File: src/rtl/ysyx_rob.sv
// ============================================================================
// Module   : ysyx_rob
// Brief    : Reorder buffer that allocates tags at issue, tracks out-of-order
//            writeback with operand lookup, and retires in program order.
// Revision : 1.0
// ============================================================================
`default_nettype none

module ysyx_rob #(
  parameter int ROB_SIZE = 4,
  parameter int XLEN     = 32,
  localparam int TAGW    = $clog2(ROB_SIZE) + 1
) (
  input  logic            clock,
  input  logic            reset,
  input  logic            alloc_valid,
  input  logic [4:0]      alloc_rd,
  input  logic [XLEN-1:0] alloc_pc,
  output logic            alloc_ready,
  output logic [TAGW-1:0] alloc_dest,
  input  logic            wb_valid,
  input  logic [TAGW-1:0] wb_dest,
  input  logic [XLEN-1:0] wb_result,
  input  logic [XLEN-1:0] wb_npc,
  input  logic            wb_pc_change,
  input  logic [TAGW-1:0] lkp_tag_a,
  input  logic [TAGW-1:0] lkp_tag_b,
  output logic            lkp_ready_a,
  output logic            lkp_ready_b,
  output logic [XLEN-1:0] lkp_data_a,
  output logic [XLEN-1:0] lkp_data_b,
  output logic            commit_valid,
  output logic [4:0]      commit_rd,
  output logic [TAGW-1:0] commit_dest,
  output logic [XLEN-1:0] commit_result,
  output logic [XLEN-1:0] commit_pc,
  output logic [XLEN-1:0] commit_npc,
  output logic            flush,
  output logic [TAGW-1:0] count
);

  localparam int IDXW = $clog2(ROB_SIZE);
  localparam logic [TAGW-1:0] c_full = TAGW'(ROB_SIZE);

  logic [ROB_SIZE-1:0] r_busy;
  logic [ROB_SIZE-1:0] r_done;
  logic [ROB_SIZE-1:0] r_pc_change;
  logic [4:0]          r_rd     [ROB_SIZE];
  logic [XLEN-1:0]     r_pc     [ROB_SIZE];
  logic [XLEN-1:0]     r_result [ROB_SIZE];
  logic [XLEN-1:0]     r_npc    [ROB_SIZE];
  logic [IDXW-1:0]     r_head;
  logic [IDXW-1:0]     r_tail;
  logic [TAGW-1:0]     r_count;

  logic [IDXW-1:0] w_wb_idx;
  logic            w_wb_hit;
  logic            w_alloc_fire;

  assign w_wb_idx     = IDXW'(wb_dest - TAGW'(1));
  // Tags above ROB_SIZE alias real entries after truncation, so reject them.
  assign w_wb_hit     = wb_valid && (wb_dest != '0) && (wb_dest <= c_full) && r_busy[w_wb_idx];
  assign alloc_ready  = (r_count != c_full);
  assign alloc_dest   = {1'b0, r_tail} + TAGW'(1);
  assign w_alloc_fire = alloc_valid && alloc_ready && !flush;

  assign commit_valid  = r_busy[r_head] && r_done[r_head];
  assign flush         = commit_valid && r_pc_change[r_head];
  assign commit_rd     = commit_valid ? r_rd[r_head]              : '0;
  assign commit_dest   = commit_valid ? {1'b0, r_head} + TAGW'(1) : '0;
  assign commit_result = commit_valid ? r_result[r_head]          : '0;
  assign commit_pc     = commit_valid ? r_pc[r_head]              : '0;
  assign commit_npc    = commit_valid ? r_npc[r_head]             : '0;
  assign count         = r_count;

  generate
    for (genvar g = 0; g < 2; g++) begin : g_lkp
      logic [TAGW-1:0] w_tag;
      logic [IDXW-1:0] w_idx;
      logic            w_rdy;
      logic [XLEN-1:0] w_data;

      assign w_tag = (g == 0) ? lkp_tag_a : lkp_tag_b;
      assign w_idx = IDXW'(w_tag - TAGW'(1));

      // Same-cycle writeback takes priority over the stored result.
      always_comb begin
        w_rdy  = 1'b0;
        w_data = '0;
        if (w_tag == '0) begin
          w_rdy = 1'b1;
        end else if ((w_tag <= c_full) && r_busy[w_idx]) begin
          if (w_wb_hit && (wb_dest == w_tag)) begin
            w_rdy  = 1'b1;
            w_data = wb_result;
          end else if (r_done[w_idx]) begin
            w_rdy  = 1'b1;
            w_data = r_result[w_idx];
          end
        end
      end
    end
  endgenerate

  assign lkp_ready_a = g_lkp[0].w_rdy;
  assign lkp_data_a  = g_lkp[0].w_data;
  assign lkp_ready_b = g_lkp[1].w_rdy;
  assign lkp_data_b  = g_lkp[1].w_data;

  always_ff @(posedge clock or posedge reset) begin
    if (reset) begin
      r_busy      <= '0;
      r_done      <= '0;
      r_pc_change <= '0;
      r_head      <= '0;
      r_tail      <= '0;
      r_count     <= '0;
      for (int i = 0; i < ROB_SIZE; i++) begin
        r_rd[i]     <= '0;
        r_pc[i]     <= '0;
        r_result[i] <= '0;
        r_npc[i]    <= '0;
      end
    end else if (flush) begin
      r_busy      <= '0;
      r_done      <= '0;
      r_pc_change <= '0;
      r_head      <= '0;
      r_tail      <= '0;
      r_count     <= '0;
    end else begin
      if (w_wb_hit) begin
        r_done[w_wb_idx]      <= 1'b1;
        r_result[w_wb_idx]    <= wb_result;
        r_npc[w_wb_idx]       <= wb_npc;
        r_pc_change[w_wb_idx] <= wb_pc_change;
      end
      // Placed after writeback so a retiring entry's done bit is cleared.
      if (commit_valid) begin
        r_busy[r_head] <= 1'b0;
        r_done[r_head] <= 1'b0;
        r_head         <= r_head + IDXW'(1);
      end
      if (w_alloc_fire) begin
        r_busy[r_tail]      <= 1'b1;
        r_done[r_tail]      <= 1'b0;
        r_pc_change[r_tail] <= 1'b0;
        r_rd[r_tail]        <= alloc_rd;
        r_pc[r_tail]        <= alloc_pc;
        r_tail              <= r_tail + IDXW'(1);
      end
      r_count <= r_count + TAGW'(w_alloc_fire) - TAGW'(commit_valid);
    end
  end

endmodule

`default_nettype wire

File: config.mk
export PLATFORM = sky130hd
export DESIGN_NAME = ysyx_rob
export DESIGN_NICKNAME = d
export VERILOG_FILES = /design/src/rtl/ysyx_rob.sv
export SDC_FILE = /design/constraint.sdc
export NUM_CORES = 1
export LEC_CHECK = 0
export ABC_AREA = 1
export ABC_CLOCK_PERIOD_IN_PS = 14000
export BUFFER_PORTS_ARGS = -buffer_cell sky130_fd_sc_hd__buf_2
export CAP_MARGIN = 25
export CORE_MARGIN = 2
export CORE_UTILIZATION = 50
export DETAILED_ROUTE_END_ITERATION = 12
export GPL_TIMING_DRIVEN = 0
export PLACE_DENSITY_LB_ADDON = 0.05
export SYNTH_ARGS = -nofsm -noshare
export SYNTH_HDL_FRONTEND = slang
export SYNTH_SLANG_ARGS = --single-unit
export TNS_END_PERCENT = 1
File: constraint.sdc
create_clock -name clock -period 14 [get_ports clock]
set_clock_uncertainty 0.1 [all_clocks]
set_input_delay 2.8 -clock clock [delete_from_list [all_inputs] [get_ports clock]]
set_output_delay 2.8 -clock clock [all_outputs]
set_load 0.02 [all_outputs]
==> flow_metrics.env <==
export IMPL_cp_required_ns=11.10
export IMPL_insertion_delay_ns=0.63
export IMPL_fin_tns_setup_ns=0
export IMPL_yosysTopAreaCell="dfrtp_1"
export IMPL_drcViolationCount=0
export IMPL_areaGrowthSynthToFinish_pct=16.9
export IMPL_syn_avg_cell_area_um2=6.86
export IMPL_start_kind="input port"
export IMPL_vias=26500
export IMPL_critPathKind="input port to output pin"
export IMPL_netlist_area_leader_share_pct=42.1
export IMPL_cts_resized=0
export IMPL_numCtsBuffers=49
export IMPL_coreArea_um2=49900
export IMPL_io_buffers=291
export IMPL_period_share_pct=60.3
export IMPL_total_power_w=0.00692
export IMPL_slew_headroom_pct=26.9
export IMPL_grt_pass1_wl_um=146000
export IMPL_mappedNetlistArea_um2=25100
export IMPL_dieHeight_um=228
export IMPL_overflow=0
export IMPL_p_per_area_nw_per_um2=236
export IMPL_endpoint_kind="output pin"
export IMPL_gr_usage_all_layers_pct=35.9
export IMPL_die_area_um2=52100
export IMPL_first_iter_violations=2870
export IMPL_max_freq_mhz=118
export IMPL_ys_seq_area_share_pct=42.1
export IMPL_drtPass1Iterations=6
export IMPL_vias_per_cell=5.60
export IMPL_min_path_type="flop to flop"
export IMPL_die_x_um=228
export IMPL_yosys_warnings=0
export IMPL_drive_gt1_share_pct=14.3
export IMPL_synth_ff_type="dfrtp_1"
export IMPL_async_reset_ff_share_pct=100
export IMPL_synth_edf_count=0
export IMPL_clk_pin_slew_worst_paths_ns=0.06
export IMPL_synth_most_common_cell="nand2_1"
export IMPL_clock_path_buffers=3
export IMPL_nFillCells=4962
export IMPL_leakagePower_nw=16.6
export IMPL_detail_route_wl_per_cell_um=20.0
export IMPL_cts_setup_buffers=0
export IMPL_ios=294
export IMPL_tightestPinTransition_ns=1.10
export IMPL_antenna_left=0
export IMPL_start_util_pct=50.4
export IMPL_synthTopCellsByArea="dfrtp_1 42%, nand2_1 20%, nand3_1 5.5%"
export IMPL_status="completed"
export IMPL_synth_fp_nets=3793
export IMPL_cts_tree="yes"
export IMPL_report_final_slew_viol_count=0
export IMPL_syn_inst=3661
export IMPL_dp_hpwl_um=68000
export IMPL_htreeDepth=2
export IMPL_cts_hold_buf=0
export IMPL_synth_seq_cells=423
export IMPL_yosysUniqueCellTypes=31
export IMPL_cp_max_fo=10
export IMPL_rsz0062_at_grt="false"
export IMPL_cts_sinks=423
export IMPL_place_congestion=0.963
export IMPL_grt_max_degree=42
export IMPL_ir_worst_vdd_v=0.000159
export IMPL_fin_crit_ns=8.45
export IMPL_drt_total_wl_um=94800
export IMPL_cts_root_buf="clkbuf_16"
export IMPL_hold_viol_final=0
export IMPL_fin_nets=4148
export IMPL_cap_violations=0
export IMPL_arrival_ns=5.55
export IMPL_rows=82
export IMPL_final_setup_viol_count=0
export IMPL_grt_pass1_vias=25200
export IMPL_antenna_found_initial=3
export IMPL_yosys_top_cells_count="1334 x nand2_1, 423 x dfrtp_1, 300 x inv_1"
-- critical path, stage by stage --
cell      delay, ns
buf_2          0.22
inv_1          0.13
ha_1           0.36
inv_1          0.09
o211ai_1       0.09
nand2_1        0.10
nand2_1        0.07
nor2_1         0.53
buf_1          0.60
nand2_1        0.11
nor2_1         0.22
buf_2          0.22
-- cell families after synthesis --
| logic type | share of synthesized area [%] |
|---|---|
| AND/OR/NAND/NOR | 34.1 |
| AO/OA/AOI/OAI | 12.0 |
| adder cells (fa/ha/maj) | 0.876 |
| buffers and inverters | 10.8 |
| XOR/XNOR | 0.139 |
| flip-flops | 42.1 |
-- placed cells by master, fill, tap and decap left out, types with 57 or more instances in the layout --
cell / Yosys / layout
o211ai_1: 72 / 72
o21ai_0: 272 / 272
buf_4: 57 / 57
buf_2: 99 / 390
nand3_1: 274 / 274
nand2_1: 1334 / 1334
inv_1: 300 / 299
nand4_1: 152 / 152
a21oi_1: 130 / 130
nor2_1: 291 / 291
o22ai_1: 69 / 69
dfrtp_1: 423 / 423
clkbuf_1: 104 / 110
-- metal layers --
metal / global-route usage [%] / up-vias / part of all wire (%)
met2: 56.3 / 1378 / 45
met4: 17.5 / 2 / 4.6
met3: 5.60 / 258 / 8.7
li1: - / 12500 / -
met1: 48.6 / 12400 / 42
met5: 0 / - / 0.017
-- metrics by stage --
step                util (%)  std cells  instance area [um^2]  setup slack (ns)  hold WS, ns
finish                  58.9       4730                 29400              5.55        0.364
detailed placement      55.5       4637                 27700              5.65        0.353
global placement        55.0       4624                 27400              2.64        0.347
global route            58.9       4729                 29400              5.37        0.384
floorplan                  -       3661                 25100              5.39        0.337
CTS                     58.9       4728                 29400              5.64        0.367
-- flip-flops by register name (all words and copies together) (netlist names), 3 cells and up --
| register | cells |
|---|---|
| r_busy | 4 |
| r_pc | 128 |
| r_rd | 20 |
| r_done | 4 |
| r_npc | 128 |
| count | 3 |
| r_pc_change | 4 |
| r_result | 128 |
-- area by class of cell --
type,instances,area [um^2],share of cell area [%]
Tap cell,672,841,2.86
Buffer,297,1560,5.29
Multi-Input combinational cell,2634,11800,40.3
Timing Repair Buffer,304,1720,5.87
Clock inverter,26,292,0.992
Sequential cell,423,10600,36.0
Clock buffer,65,1390,4.72
Inverter,307,1160,3.94
Antenna cell,2,5.00,0.0170
-- power breakdown --
group / switching, W / total, W / leakage [nW] / internal [W]
clock: 0.000569 / 0.00135 / 0.825 / 0.000776
sequential: 0.000366 / 0.00217 / 5.32 / 0.00181
combinational: 0.00237 / 0.00340 / 10.5 / 0.00103
-- worst paths after layout --
kind	to	start	cells after the start	slack, ns
min reg2reg	r_pc[93]	r_pc[93]	2	0.36
min	r_pc[93]	r_pc[93]	2	0.36
max reg2reg	count[2]	count[1]	12	10.67
min in group asynchronous	r_result[119]	reset	2	2.07
max in group asynchronous	r_npc[109]	reset	7	10.27
max	lkp_data_a[28]	lkp_tag_a[0]	12	5.55
Note: power is estimated with default switching activity, not from simulation.
